===== src/rtl/rf_write_arbiter.sv =====
// Register-file write-port arbiter. The WB stage has priority. Multi-cycle results
// are queued in a small FIFO and drain when WB is idle. A starvation guard forces a
// one-cycle pipeline stall so the FIFO head can drain. Hazard flags tell decode
// which registers still have queued writes.
module rf_write_arbiter #(
  parameter int DEPTH        = 2,
  parameter int STARVE_LIMIT = 4,
  parameter int DATA_W       = 32
) (
  input  logic              clk,
  input  logic              reset,
  input  logic              wb_RegWrite,
  input  logic [4:0]        wb_Write_register,
  input  logic [DATA_W-1:0] wb_Write_data,
  input  logic              md_valid,
  output logic              md_ready,
  input  logic [4:0]        md_reg,
  input  logic [DATA_W-1:0] md_data,
  input  logic [4:0]        rd_reg1,
  input  logic [4:0]        rd_reg2,
  output logic              pend_hit1,
  output logic              pend_hit2,
  output logic              stall_pipe,
  output logic              RegWrite,
  output logic [4:0]        Write_register,
  output logic [DATA_W-1:0] Write_data
);

  localparam int PW = $clog2(DEPTH);
  localparam int CW = $clog2(DEPTH + 1);
  localparam logic [CW-1:0] FULL_CNT = CW'(DEPTH);
  localparam logic [3:0]    AGE_LAST = 4'(STARVE_LIMIT - 1);

  logic [4:0]        fifo_reg  [DEPTH];
  logic [DATA_W-1:0] fifo_data [DEPTH];
  logic [PW-1:0]     wr_ptr;
  logic [PW-1:0]     rd_ptr;
  logic [CW-1:0]     count;
  logic [3:0]        age;
  logic [3:0]        age_nxt;
  logic              stall_nxt;
  logic              full;
  logic              empty;
  logic              wb_act;
  logic              push;
  logic              pop;

  assign full     = (count == FULL_CNT);
  assign empty    = (count == '0);
  assign wb_act   = wb_RegWrite && (wb_Write_register != 5'd0);
  // md_ready reads the registered count, so a pop from a full FIFO frees a slot
  // only in the following cycle. During reset the FIFO refuses results.
  assign md_ready = reset && !full;
  // A result for register 0 completes the handshake but is dropped.
  assign push     = md_valid && md_ready && (md_reg != 5'd0);
  // The head drains on a forced stall or in any cycle where WB is idle.
  assign pop      = reset && !empty && (stall_pipe || !wb_act);

  // Write-port mux: a forced stall drains the head, then WB, then the FIFO.
  always_comb begin
    RegWrite       = 1'b0;
    Write_register = 5'd0;
    Write_data     = '0;
    if (reset) begin
      if (pop) begin
        RegWrite       = 1'b1;
        Write_register = fifo_reg[rd_ptr];
        Write_data     = fifo_data[rd_ptr];
      end else if (wb_act) begin
        RegWrite       = 1'b1;
        Write_register = wb_Write_register;
        Write_data     = wb_Write_data;
      end
    end
  end

  // Hazard lookup over every occupied slot. The slot being popped is still counted.
  always_comb begin
    pend_hit1 = 1'b0;
    pend_hit2 = 1'b0;
    for (int i = 0; i < DEPTH; i++) begin
      if (CW'(i) < count) begin
        if (rd_reg1 != 5'd0 && fifo_reg[rd_ptr + PW'(i)] == rd_reg1) pend_hit1 = 1'b1;
        if (rd_reg2 != 5'd0 && fifo_reg[rd_ptr + PW'(i)] == rd_reg2) pend_hit2 = 1'b1;
      end
    end
  end

  // Starvation guard: count the cycles the head loses to WB.
  // A stall is forced once the limit is reached.
  always_comb begin
    age_nxt   = age;
    stall_nxt = 1'b0;
    if (empty || pop) begin
      age_nxt = 4'd0;
    end else if (!stall_pipe && wb_act) begin
      if (age == AGE_LAST) begin
        stall_nxt = 1'b1;
      end else begin
        age_nxt = age + 4'd1;
      end
    end
  end

  // Control state: pointers, occupancy, age and the registered stall.
  always_ff @(posedge clk or negedge reset) begin
    if (!reset) begin
      wr_ptr     <= '0;
      rd_ptr     <= '0;
      count      <= '0;
      age        <= 4'd0;
      stall_pipe <= 1'b0;
    end else begin
      if (push) wr_ptr <= wr_ptr + PW'(1);
      if (pop)  rd_ptr <= rd_ptr + PW'(1);
      case ({push, pop})
        2'b10:   count <= count + CW'(1);
        2'b01:   count <= count - CW'(1);
        default: count <= count;
      endcase
      age        <= age_nxt;
      stall_pipe <= stall_nxt;
    end
  end

  // FIFO storage holds data only. Validity comes from the pointers and count.
  always_ff @(posedge clk) begin
    if (push) begin
      fifo_reg[wr_ptr]  <= md_reg;
      fifo_data[wr_ptr] <= md_data;
    end
  end

endmodule


===== config.mk =====
export PLATFORM = sky130hd
export DESIGN_NAME = rf_write_arbiter
export DESIGN_NICKNAME = d
export VERILOG_FILES = /design/src/rtl/rf_write_arbiter.sv
export SDC_FILE = /design/constraint.sdc
export NUM_CORES = 1
export LEC_CHECK = 0
export BUFFER_PORTS_ARGS = -buffer_cell sky130_fd_sc_hd__buf_2
export CORE_MARGIN = 1
export CORE_UTILIZATION = 50
export CTS_BUF_LIST = sky130_fd_sc_hd__clkbuf_8
export DETAILED_ROUTE_END_ITERATION = 7
export PLACE_DENSITY = 0.86
export SLEW_MARGIN = 20
export SYNTH_ARGS = -nofsm -noshare
export SYNTH_HDL_FRONTEND = slang
export SYNTH_SLANG_ARGS = --single-unit

===== constraint.sdc =====
create_clock -name clk -period 4.9 [get_ports clk]
set_clock_uncertainty 0.2 [all_clocks]
set_input_delay 0.98 -clock clk [delete_from_list [all_inputs] [get_ports clk]]
set_output_delay 0.98 -clock clk [all_outputs]
set_load 0.01 [all_outputs]

==> results.md, run 1 <==
Clocking:
- Gates resized during post-CTS repair numbered 0.
- The number of buffers created by CTS is 9.
- Counting along the longest clock path gives a buffer depth of 2.
- The buffer count from post-CTS setup fixing is 0.
- The clock latency at the later pin of the worst-skew pair is 0.34 ns.
- The root cell of the clock tree is sky130_fd_sc_hd__clkbuf_8.
- The clock sink total is 83.
- The H-tree depth reported by CTS is 3.
- TritonCTS built the clock tree.
- In this run, post-CTS hold repair placed 0 buffers.
- Clock-pin slew was measured on the worst setup and hold paths at 0.08 ns.

Synth:
- The sequential cell area fraction in the yosys report is 59.0%.
- The async set-reset flop share out of synthesis is 10.8%.
- The post-synthesis area per instance is 12.7 um2.
- In this run, distinct cell masters in the synthesized netlist total 38.
- After synthesis, the cell types taking the most area are sky130_fd_sc_hd__edfxtp_1, sky130_fd_sc_hd__mux2_2, sky130_fd_sc_hd__dfrtp_1, sky130_fd_sc_hd__nand3_1, sky130_fd_sc_hd__mux2i_1.
- The most instantiated flip-flop cell in the synthesis netlist is sky130_fd_sc_hd__edfxtp_1.
- The post-synthesis net count is 421.
- The share of the synthesized area in the top cell type is 53.5%.
- Yosys printed 0 warnings.
- The post-synthesis sequential element count is 83.
- Counting flops with a built-in enable in the synthesized netlist gives 74.
- Ranked by instance count, the synthesized netlist is headed by sky130_fd_sc_hd__edfxtp_1, sky130_fd_sc_hd__nand3_1, sky130_fd_sc_hd__nand2_1.
- The post-synth design cell area is 4150 um2.
- By instance count, the leading cell after synthesis is sky130_fd_sc_hd__edfxtp_1.
- sky130_fd_sc_hd__edfxtp_1 takes more of the synthesized area than any other cell.
- The number of instances in the synthesized netlist is 328.

Timing:
- The relative slew slack is 53.9%.
- Setup repair after global routing left no endpoint under its margin.
- The setup TNS is 0 ns.
- The setup slack after layout is 0.666 ns.
- Timing would allow up to 236 MHz.
- The count of endpoints failing hold in the final timing report came to 0.
- The final setup violation count is 0.
- The number of max-slew violations in the final report came to 0.
- After layout, the worst path uses 86.4% of the clock period.
- The post-route minimum period is 4.23 ns.
- At the pin with the least slew margin, the transition time is 0.690 ns.

Run:
- The number of max-capacitance violations reported is 0.

Route:
- In the final routed layout, each cell accounts on average for 15.5 um.
- The routed layout has 2994 vias.
- The via density per instance is 5.34.
- The total routed wirelength is 8700 um.
- The number of violations reported at the end of detailed-routing iteration 0 is 156.
- The count of nets left with antenna violations after detail routing is 0.
- The first TritonRoute pass finished after 4 iterations.
- In the routed design, unresolved DRC markers number 0.

Floorplanning:
- The total area inside the core boundary comes to 7890 um2.
- From bottom edge to top edge, the die measures 93.1 um.
- The initialized floorplan defines 32 standard-cell rows.
- The floorplan step defined a die boundary enclosing 8670 um2.
- Once the floorplan was initialized, standard cells occupied 52.6% of the core.
- The I/O pin count is 130.
- The die span in x is 93.1 um.

Finish:
- The number of nets in the layout is 547.
- The repair_antennas step left the layout with diodes totalling 0.
- The number of flip-flops under the largest register name is 64.
- The post-synthesis to final-layout area growth is 22.9%.
- The layout has 595 filler cells.
- The share of layout cells above drive strength 1 is 43.6%.

Worst setup path:
- The peak fanout along the critical path is 30.
- The endpoint kind of the worst setup timing path is an output port.
- The startpoint-to-endpoint class of the critical path is input pin to output port.
- At the worst endpoint, the required time is 3.72 ns.
- The startpoint class of the critical path is an input pin.
- The data arrival time of the worst path is 3.05 ns.

Worst hold path:
- The min-delay analysis places its worst path in the category register to register.

Global routing:
- The maximum number of pins on one net before global-route repair is 50.
- The number of global-route vias before repair is 2962.
- The first global-routing pass estimated 13700 um of wire.
- The total overflow left after global routing is 0.
- Global routing used 20.7% of the available tracks.
- The initial antenna violation count is 0.

Pwr:
- The leakage component of the power is 2.06 nW.
- The maximum vdd drop is 0.227 mV.
- The areal power density over the cells is 419 nW/um2.

Place:
- The post-place setup slack is 0.694 ns.
- The count of input and output buffers is 129.
- The HPWL after detailed placement is 6060 um.
- The placer's final routability congestion estimate is 0.871.

Status:
- The run finished with clean final reports.
-- placed cells by master (no fill, tap or decap), types with 2 or more instances in the layout --
cell	n
sky130_fd_sc_hd__a211oi_1	2
sky130_fd_sc_hd__nand3_1	38
sky130_fd_sc_hd__o21ai_0	19
sky130_fd_sc_hd__mux2_2	33
sky130_fd_sc_hd__buf_2	129
sky130_fd_sc_hd__inv_1	3
sky130_fd_sc_hd__ha_1	5
sky130_fd_sc_hd__nor2_4	2
sky130_fd_sc_hd__inv_6	3
sky130_fd_sc_hd__o21ai_2	8
sky130_fd_sc_hd__buf_4	4
sky130_fd_sc_hd__nand4_1	4
sky130_fd_sc_hd__edfxtp_1	74
sky130_fd_sc_hd__nand2_1	36
sky130_fd_sc_hd__clkbuf_8	9
sky130_fd_sc_hd__xnor2_1	9
sky130_fd_sc_hd__nor2_1	6
sky130_fd_sc_hd__o21ai_1	7
sky130_fd_sc_hd__buf_12	2
sky130_fd_sc_hd__mux2i_1	15
sky130_fd_sc_hd__dfrtp_1	8
sky130_fd_sc_hd__nor2b_1	2
sky130_fd_sc_hd__or4_1	4
sky130_fd_sc_hd__xor2_1	16
-- cell type report --
| type | count | area (um2) | share of cell area (%) |
|---|---|---|---|
| sequential | 83 | 2450 | 48.0 |
| multi-input combinational | 222 | 1590 | 31.2 |
| timing repair buffer | 135 | 716 | 14.0 |
| tap | 102 | 128 | 2.50 |
| clock buffer | 9 | 124 | 2.43 |
| clock inverter | 7 | 81.3 | 1.59 |
| inverter | 3 | 11.3 | 0.221 |
-- worst max-delay path: stages --
cell                      delay, ns
sky130_fd_sc_hd__buf_2         0.11
sky130_fd_sc_hd__or4_4         0.54
sky130_fd_sc_hd__o21a_4        0.23
sky130_fd_sc_hd__nor3b_4       0.51
sky130_fd_sc_hd__buf_12        0.26
sky130_fd_sc_hd__nand3_1       0.11
sky130_fd_sc_hd__o21ai_0       0.12
sky130_fd_sc_hd__buf_2         0.16
-- metrics by stage --
step,instance area (um2),hold WS (ns),utilization (%),power [W],std cells
floorplan,4150,0.268,-,0.00145,328
global placement,4890,0.296,62.0,0.00163,545
detailed placement,4890,0.304,62.0,0.00165,545
CTS,5100,0.315,64.6,0.00215,561
global route,5100,0.357,64.7,0.00225,561
finish,5100,0.316,64.7,0.00214,561
-- logic make-up (layout without fill, tap and decap cells) --
logic type	count (synthesis)	count (layout)	share of synthesized area, %
adders and majority gates	5	5	1.51
buffers and inverters	23	154	3.08
AOI/OAI and AO/OA	44	44	6.75
muxes	48	48	12.6
xor gates and xnor gates	25	25	5.28
and+or+nand+nor	100	100	11.8
DFF	83	83	59.0
-- worst paths after layout --
path	from	end	slack, ns	depth (start not counted)
min in group asynchronous	reset	stall_pipe	0.53	2
worst max-delay path	wb_Write_register[1]	Write_data[26]	0.67	8
worst min-delay path	count[0]	count[0]	0.32	1
max in group asynchronous	reset	rd_ptr	3.54	2
worst min register to register	count[0]	count[0]	0.32	1
worst max register to register	count[0]	fifo_data[1][27]	2.31	6
-- routing by layer --
layer / track usage (%) / vias up / wire length (um)
met3: 5.37 / 8 / 417
met4: 6.67 / 0 / 93
met2: 36.9 / 99 / 4470
met5: 0 / - / 0
li1: - / 1472 / -
met1: 24.4 / 1415 / 3720
-- report_power, final --
group,switching (W),internal (W)
clock,0.000260,0.000245
sequential,0.0000565,0.000881
combinational,0.000373,0.000321
total,0.000689,0.00145
Note: power is estimated with default switching activity, not from simulation.
==> inputs of run 2 (changes only) <==
Settings changed: CORE_ASPECT_RATIO set to 1.25.
==> run 2 against run 1 <==
  * Fmax rose by 3.5%
  * Critical endpoint unchanged
  * Sequential share of layout area decreased by 0.29 points
  * Via count rose by 1.2%
  * Largest power group unchanged
  * Highest routed layer unchanged
  * Combinational power decreased by 0.9%
  * Die area hardly changed
==> results.md, run 2 (synthesized netlist as in run 1, its figures left out) <==
Place:
- The cell area reported after detailed placement is 4840 um2 (was 4890 um2).
- The count of input and output buffers came to 129 (unchanged).
- The count of placed standard cells including taps is 536 (was 545).
- The post-place setup slack is 0.768 ns (was 0.694 ns).
- The HPWL after detailed placement is 5980 um (was 6060 um).
- The placer's final routability congestion estimate is 0.828 (was 0.871).

Global routing:
- The first-pass GRT wire length was 13900 um (was 13700 um).
- The total overflow reported by the global router was 0 (unchanged).
- The number of global-route vias before repair is 2955 (was 2962).
- The all-layer global routing usage came to 20.8% (was 20.7%).
- The maximum number of pins on one net before global-route repair came to 51 (was 50).
- The initial antenna violation count is 0 (unchanged).

Worst setup path:
- The endpoint kind of the worst setup timing path is an output port (unchanged).
- The startpoint class of the critical path is an input pin (unchanged).
- The most frequent cell on the critical path is sky130_fd_sc_hd__buf_2 (unchanged).
- The critical path's largest stage delay is 0.55 ns (was 0.54 ns).
- The peak fanout along the critical path is 35 (was 30).
- The worst endpoint required time was 3.72 ns (about the same).
- The standard cell with the maximum stage delay on the critical path is sky130_fd_sc_hd__or4_4 (unchanged).
- CP cell instances: buf_2 > or4_4 > o21a_4 > nor3b_4 > buf_4 > nand3_1 > o21ai_0 > buf_2 (was buf_2 > or4_4 > o21a_4 > nor3b_4 > buf_12 > nand3_1 > o21ai_0 > buf_2).
- The data arrival time of the worst path is 2.91 ns (was 3.05 ns).
- The startpoint-to-endpoint class of the critical path is input pin to output port (unchanged).

Timing:
- Setup repair after global routing missed its margin: no (unchanged).
- The relative slew slack is 51.3% (was 53.9%).
- The final setup violation count is 0 (unchanged).
- The number of max-slew violations in the final report is 0 (unchanged).
- The post-route minimum period is 4.09 ns (was 4.23 ns).
- The count of endpoints failing hold in the final timing report was 0 (unchanged).
- The actual transition at the worst max-transition pin is 0.728 ns (was 0.690 ns).
- The worst hold slack across all endpoints came to 0.320 ns (was 0.316 ns).
- The share of the clock period used by the worst path after layout is 83.5% (was 86.4%).
- The setup slack after layout was 0.809 ns (was 0.666 ns).
- The timing-limited maximum frequency was 244 MHz (was 236 MHz).
- The setup TNS came to 0 ns (unchanged).

Route:
- The total via count after detailed routing is 3030 (was 2994).
- The via density per instance is 5.47 (was 5.34).
- The count of nets left with antenna violations after detail routing is 0 (unchanged).
- The average routed wire per standard cell is 15.9 um (was 15.5 um).
- The first-pass detailed-route iteration total is 5 (was 4).
- The DRC violation count after routing is 0 (unchanged).
- The total routed wirelength was 8820 um (was 8700 um).
- The number of violations reported at the end of detailed-routing iteration 0 is 157 (was 156).

Finish:
- The area taken by flip-flops and latches is 2450 um2 (unchanged).
- The commonest non-fill, non-tap cell in the layout is sky130_fd_sc_hd__buf_2 (unchanged).
- The area of all placed cells without fillers was 5130 um2 (was 5100 um2).
- The number of flip-flops under the largest register name is 64 (unchanged).
- The area of combinational cells with multiple inputs is 1590 um2 (unchanged).
- The share of layout cells above drive strength 1 came to 43.4% (was 43.6%).
- The final instance count without filler cells was 554 (was 561).
- The number of nets in the layout is 547 (unchanged).
- The antenna diode count was 0 (unchanged).
- Commonest non-fill, non-tap cells in the layout: sky130_fd_sc_hd__buf_2, sky130_fd_sc_hd__edfxtp_1, sky130_fd_sc_hd__nand3_1, sky130_fd_sc_hd__nand2_1, sky130_fd_sc_hd__mux2_2 (unchanged).
- The number of fill cells in the layout was 620 (was 595).
- The post-synthesis to final-layout area growth is 23.6% (was 22.9%).

Clocking:
- The clock sink total came to 83 (unchanged).
- The number of buffers created by CTS is 9 (unchanged).
- The buffer levels on the longest clock path is 2 (unchanged).
- The buffer count from post-CTS setup fixing is 0 (unchanged).
- The post-CTS resize count is 0 (unchanged).
- The CTS clock-pin slew for the worst setup and hold paths is 0.07 ns (was 0.08 ns).
- The root cell of the clock tree was sky130_fd_sc_hd__clkbuf_8 (unchanged).
- The H-tree depth reported by CTS was 3 (unchanged).
- The clock latency at the later pin of the worst-skew pair is 0.35 ns (was 0.34 ns).
- The number of buffers added to fix hold violations after cts is 0 (unchanged).
- The TritonCTS clock tree is done (unchanged).

Floorplanning:
- The y dimension of the die is 104 um (was 93.1 um).
- The full die area is 8670 um2 (about the same).
- The area of the core was 7930 um2 (was 7890 um2).
- The total number of placement rows is 36 (was 32).
- The I/O pin count is 130 (unchanged).
- The starting density of the core came to 52.4% (was 52.6%).
- The die span in x is 83.5 um (was 93.1 um).

Run:
- The number of max-capacitance violations reported is 0 (unchanged).

Pwr:
- The leakage component of the power is 2.08 nW (was 2.06 nW).
- The areal power density over the cells is 428 nW/um2 (was 419 nW/um2).
- The maximum vdd drop came to 0.249 mV (was 0.227 mV).

Status:
- Result of the run: finished, final reports clean (unchanged).

Worst hold path:
- The worst min-delay path class is register to register (unchanged).
==> run 2: metal layers <==
layer,wire length (um),share of wire (%),global-route usage [%],vias up
li1,-,-,-,1469
met1,3420,39,22.6,1447
met2,4740,54,37.1,94
met3,401,4.5,4.21,20
met4,250,2.8,12.3,0
met5,0,0,0,-
==> run 2: where the power goes <==
| part | switching (W) | internal (W) | total (W) |
|---|---|---|---|
| logic | 0.000366 | 0.000323 | 0.000688 |
| registers | 0.0000647 | 0.000881 | 0.000946 |
| clock network | 0.000234 | 0.000328 | 0.000562 |
==> run 2: layout make-up <==
| type | count | share of cell area [%] |
|---|---|---|
| Clock buffer | 12 | 3.22 |
| Multi-Input combinational cell | 222 | 31.0 |
| Timing Repair Buffer | 135 | 14.1 |
| Clock inverter | 4 | 1.41 |
| Inverter | 3 | 0.219 |
| Sequential cell | 83 | 47.7 |
| Tap cell | 95 | 2.32 |
==> run 2: per-stage QoR <==
step                      util (%)  total power, W
after detailed placement      61.1         0.00164
after CTS                     64.1         0.00220
final                         64.7         0.00220
after global routing          64.7         0.00231
after floorplan                  -         0.00145
after global placement        61.1         0.00161
==> run 2: path summary, 6_finish.rpt <==
check	start	to	slack, ns	depth (start not counted)
max in group asynchronous	reset	rd_ptr	3.59	2
worst min register to register	count[0]	count[0]	0.32	1
worst max-delay path	wb_Write_register[1]	Write_data[26]	0.81	8
worst min-delay path	count[0]	count[0]	0.32	1
worst max register to register	count[0]	fifo_data[0][9]	2.42	6
min in group asynchronous	reset	age[0]	0.50	2
==> run 2: worst max-delay path: cells and delay by family <==
kind            cells  cell delay, ns
compound gates      2            0.34
buf+inv             3            0.67
simple gates        3            0.89
==> inputs of run 3 (changes only) <==
Settings changed: ABC_AREA set to 1, PLACE_DENSITY 0.86 to 0.85.
Clock period 4.9 ns to 4 ns, I/O delays scaled along.
==> run 3 against run 2 <==
  * Clock-buffer cell count decreased by 3
  * Non-clock buffer count grew 4
  * Total power rose by 31%
  * Critical path type unchanged
  * Sequential power is 21% higher
  * Global-route usage rose by 5.1 points
  * First-iteration DRC count rose by 120%
  * Final area up 6.4%
  * Flip-flop and latch count unchanged
  * Utilization decreased by 2.3 points
  * Via count up 38%
  * Synthesized cell count rose by 70%
==> results.md, run 3 <==
Status:
- Result of the run: finished, final reports clean (unchanged).

Synth:
- The count of synthesis-stage warnings from yosys is 0 (unchanged).
- The synthesized-area fraction occupied by adder cells is 1.38% (was 1.51%).
- The distinct cell type count after synthesis came to 22 (was 38).
- The number of instances in the synthesized netlist is 556 (was 328).
- The sequential cell area fraction in the yosys report was 54.2% (was 59.0%).
- The most instantiated flip-flop cell in the synthesis netlist is sky130_fd_sc_hd__edfxtp_1 (unchanged).
- The synthesized-area fraction occupied by ao, oa, aoi and oai cells came to 4.98% (was 6.75%).
- The dominant cell type by area after synthesis was sky130_fd_sc_hd__edfxtp_1 (unchanged).
- The dominant cell by count in the synthesized netlist is sky130_fd_sc_hd__nand2_1 (was sky130_fd_sc_hd__edfxtp_1).
- The count of flip-flops with a built-in enable after synthesis is 74 (unchanged).
- The post-synth design cell area is 4520 um2 (was 4150 um2).
- Commonest cells post-synth: sky130_fd_sc_hd__nand2_1, sky130_fd_sc_hd__edfxtp_1, sky130_fd_sc_hd__nand3_1 (was sky130_fd_sc_hd__edfxtp_1, sky130_fd_sc_hd__nand3_1, sky130_fd_sc_hd__nand2_1).
- The share of the synthesized area in the top cell type is 49.2% (was 53.5%).
- The multiplexer share of the synthesized area came to 0% (was 12.6%).
- The post-synthesis sequential element count was 83 (unchanged).
- The xor/xnor share of the synthesized area is 0.969% (was 5.28%).
- Main area contributors after synthesis: sky130_fd_sc_hd__edfxtp_1, sky130_fd_sc_hd__nand2_1, sky130_fd_sc_hd__nand3_1, sky130_fd_sc_hd__nor2_1, sky130_fd_sc_hd__dfrtp_1 (was sky130_fd_sc_hd__edfxtp_1, sky130_fd_sc_hd__mux2_2, sky130_fd_sc_hd__dfrtp_1, sky130_fd_sc_hd__nand3_1, sky130_fd_sc_hd__mux2i_1).
- The simple-gate share of the synthesized area came to 31.9% (was 11.8%).
- The largest family of logic cells by synthesized area is simple AND/OR/NAND/NOR gates (was multiplexers).
- The async set-reset flop share out of synthesis is 10.8% (unchanged).
- The post-synthesis area per instance is 8.13 um2 (was 12.7 um2).
- The post-synthesis net count is 649 (was 421).

Clocking:
- The buffer levels on the longest clock path was 2 (unchanged).
- The H-tree depth reported by CTS is 3 (unchanged).
- The buffer count from post-CTS setup fixing is 0 (unchanged).
- The number of buffers created by CTS is 9 (unchanged).
- The root cell of the clock tree is sky130_fd_sc_hd__clkbuf_8 (unchanged).
- The clock latency at the later pin of the worst-skew pair was 0.34 ns (was 0.35 ns).
- The CTS clock-pin slew for the worst setup and hold paths came to 0.08 ns (was 0.07 ns).
- The TritonCTS clock tree was done (unchanged).
- The clock sink total is 83 (unchanged).
- The post-CTS resize count is 0 (unchanged).
- The number of buffers added to fix hold violations after cts is 0 (unchanged).

Place:
- The placer's final routability congestion estimate is 0.892 (was 0.828).
- The post-place setup slack is 0.847 ns (was 0.768 ns).
- The count of input and output buffers is 129 (unchanged).
- The HPWL after detailed placement is 8180 um (was 5980 um).

Timing:
- The post-route minimum period is 3.16 ns.
- The setup TNS is 0 ns (unchanged).
- The actual transition at the worst max-transition pin is 0.503 ns (was 0.728 ns).
- Setup repair after global routing missed its margin: no (unchanged).
- The relative slew slack is 66.5% (was 51.3%).
- The setup slack after layout is 0.842 ns (was 0.809 ns).
- Derived from the worst setup path, the maximum achievable clock frequency is 317 MHz.
- The final critical path takes up 79.0% of the cycle.
- The count of endpoints failing hold in the final timing report is 0 (unchanged).
- The final setup violation count was 0 (unchanged).
- The number of max-slew violations in the final report was 0 (unchanged).

Floorplanning:
- The total number of placement rows is 38 (was 36).
- The full die area is 9430 um2 (was 8670 um2).
- The I/O pin count is 130 (unchanged).
- The area of the core is 8750 um2 (was 7930 um2).
- The starting density of the core was 51.7% (was 52.4%).
- The y dimension of the die is 108 um (was 104 um).
- The die span in x was 87.0 um (was 83.5 um).

Pwr:
- The part of the total power dissipated in combinational logic is 38.2% (was 31.3%).
- The part of the power in the clock network is 22.3% (was 25.6%).
- The areal power density over the cells is 527 nW/um2 (was 428 nW/um2).
- The leakage component of the power is 2.74 nW (was 2.08 nW).
- The proportion of power drawn by flip-flops and latches came to 39.5% (was 43.1%).
- The maximum vdd drop is 0.394 mV (was 0.249 mV).
- The internal power component came to 0.00179 W (was 0.00153 W).
- The reported net switching power is 0.00109 W (was 0.000665 W).
- The switching share of power is 37.8% (was 30.3%).

Worst setup path:
- The number of cell instances on the worst register-to-register path is 6 (unchanged).
- The endpoint kind of the worst setup timing path is an output port (unchanged).
- The worst flop-to-flop path endpoint is fifo_data[0][24] (was fifo_data[0][9]).
- CP cell instances: buf_2 > inv_1 > nor2_1 > nand2_2 > buf_12 > o21ai_0 > nor2_1 > buf_2 (was buf_2 > or4_4 > o21a_4 > nor3b_4 > buf_4 > nand3_1 > o21ai_0 > buf_2).
- The reg2reg setup slack is 1.81 ns (was 2.42 ns).
- The peak fanout along the critical path was 62 (was 35).
- The worst endpoint required time is 3.00 ns (was 3.72 ns).
- The data arrival time of the worst path came to 2.16 ns (was 2.91 ns).
- The startpoint-to-endpoint class of the critical path is input pin to output port (unchanged).
- The startpoint class of the critical path is an input pin (unchanged).
- The launch instance of the worst register-to-register path is count[0] (unchanged).
- The critical path's largest stage delay is 0.25 ns (was 0.55 ns).
- The standard cell with the maximum stage delay on the critical path was sky130_fd_sc_hd__buf_2 (was sky130_fd_sc_hd__or4_4).

Route:
- The DRC violation count after routing was 0 (unchanged).
- The total via count after detailed routing is 4194 (was 3030).
- The via density per instance was 5.24 (was 5.47).
- The first-pass detailed-route iteration total is 6 (was 5).
- The average routed wire per standard cell is 14.3 um (was 15.9 um).
- The total routed wirelength is 11400 um (was 8820 um).
- The count of nets left with antenna violations after detail routing is 0 (unchanged).
- The number of violations reported at the end of detailed-routing iteration 0 is 340 (was 157).

Finish:
- The number of fill cells in the layout is 773 (was 620).
- The post-synthesis to final-layout area growth is 20.8% (was 23.6%).
- The share of layout cells above drive strength 1 came to 23.2% (was 43.4%).
- The antenna diode count is 0 (unchanged).
- The number of flip-flops under the largest register name was 64 (unchanged).
- The commonest non-fill, non-tap cell in the layout is sky130_fd_sc_hd__nand2_1 (was sky130_fd_sc_hd__buf_2).
- Commonest non-fill, non-tap cells in the layout: sky130_fd_sc_hd__nand2_1, sky130_fd_sc_hd__buf_2, sky130_fd_sc_hd__edfxtp_1, sky130_fd_sc_hd__nand3_1, sky130_fd_sc_hd__nor2_1 (was sky130_fd_sc_hd__buf_2, sky130_fd_sc_hd__edfxtp_1, sky130_fd_sc_hd__nand3_1, sky130_fd_sc_hd__nand2_1, sky130_fd_sc_hd__mux2_2).
- The final standard cell utilization of the core was 62.4% (was 64.7%).
- The number of nets in the layout is 769 (was 547).

Run:
- The number of max-capacitance violations reported is 0 (unchanged).

Global routing:
- The total overflow reported by the global router is 0 (unchanged).
- The maximum number of pins on one net before global-route repair is 63 (was 51).
- The first-pass GRT wire length was 18300 um (was 13900 um).
- The initial antenna violation count is 0 (unchanged).
- The number of global-route vias before repair is 3989 (was 2955).
- The all-layer global routing usage came to 25.8% (was 20.8%).

Worst hold path:
- The worst min-delay path class is input pin to asynchronous set/reset pin (was register to register).
==> run 3: worst max path at each step <==
stage / startpoint / endpoint / slack (ns) / cells after the start
CTS: reset / Write_data[29] / 0.84 / 8
global route: reset / Write_data[5] / 0.65 / 9
floorplan: reset / fifo_data[0][0] / 0.40 / 5
detailed placement: reset / Write_data[23] / 0.85 / 8
global placement: reset / Write_data[29] / 0.96 / 8
finish: reset / Write_data[29] / 0.84 / 8
==> run 3: critical path, delay by kind of cell <==
family / cells / cell delay (ns)
compound gates: 1 / 0.20
buf+inv: 4 / 0.75
simple gates: 3 / 0.38
==> run 3: final cells by class <==
type | instances | area (um2) | area share [%]
repair buffers | 139 | 733 | 13.4
well taps | 120 | 150 | 2.75
inverters | 31 | 116 | 2.13
clock inverters | 7 | 93.8 | 1.72
multi-input cells | 412 | 1790 | 32.9
clock buffers | 9 | 124 | 2.27
flip-flops and latches | 83 | 2450 | 44.8
==> run 3: cells by family (layout without fill, tap and decap cells) <==
family / Yosys count / after routing
AND/OR/NAND/NOR: 357 / 357
XOR/XNOR: 5 / 5
adder cells (fa/ha/maj): 5 / 5
buffers and inverters: 61 / 186
AO/OA/AOI/OAI: 45 / 45
flip-flops: 83 / 83
==> run 3: stage by stage <==
| stage | power, W | instances | hold slack (ns) | instance area, um2 |
|---|---|---|---|---|
| final | 0.00288 | 801 | 0.121 | 5460 |
| after floorplan | 0.00194 | 556 | 0.273 | 4520 |
| after detailed placement | 0.00225 | 785 | 0.295 | 5240 |
| after global routing | 0.00309 | 801 | 0.120 | 5460 |
| after CTS | 0.00289 | 801 | 0.118 | 5460 |
| after global placement | 0.00221 | 785 | 0.297 | 5240 |
==> run 3: power by group through the flow <==
stage	Clock, W	Sequential (W)	Combinational, W
5_1_grt	0.000687	0.00115	0.00125
6_report	0.000642	0.00114	0.00110
3_5_place_dp	0	0.00115	0.00110
3_3_place_gp	0	0.00114	0.00106
2_1_floorplan	0	0.00115	0.000798
4_1_cts	0.000648	0.00114	0.00111
==> run 3: routing by layer <==
| layer | GRT usage, % | wire [um] | up-vias |
|---|---|---|---|
| met5 | 0 | 0 | - |
| met4 | 14.4 | 420 | 0 |
| met2 | 42.7 | 5610 | 189 |
| met3 | 6.26 | 872 | 42 |
| li1 | - | - | 2062 |
| met1 | 30.8 | 4540 | 1901 |
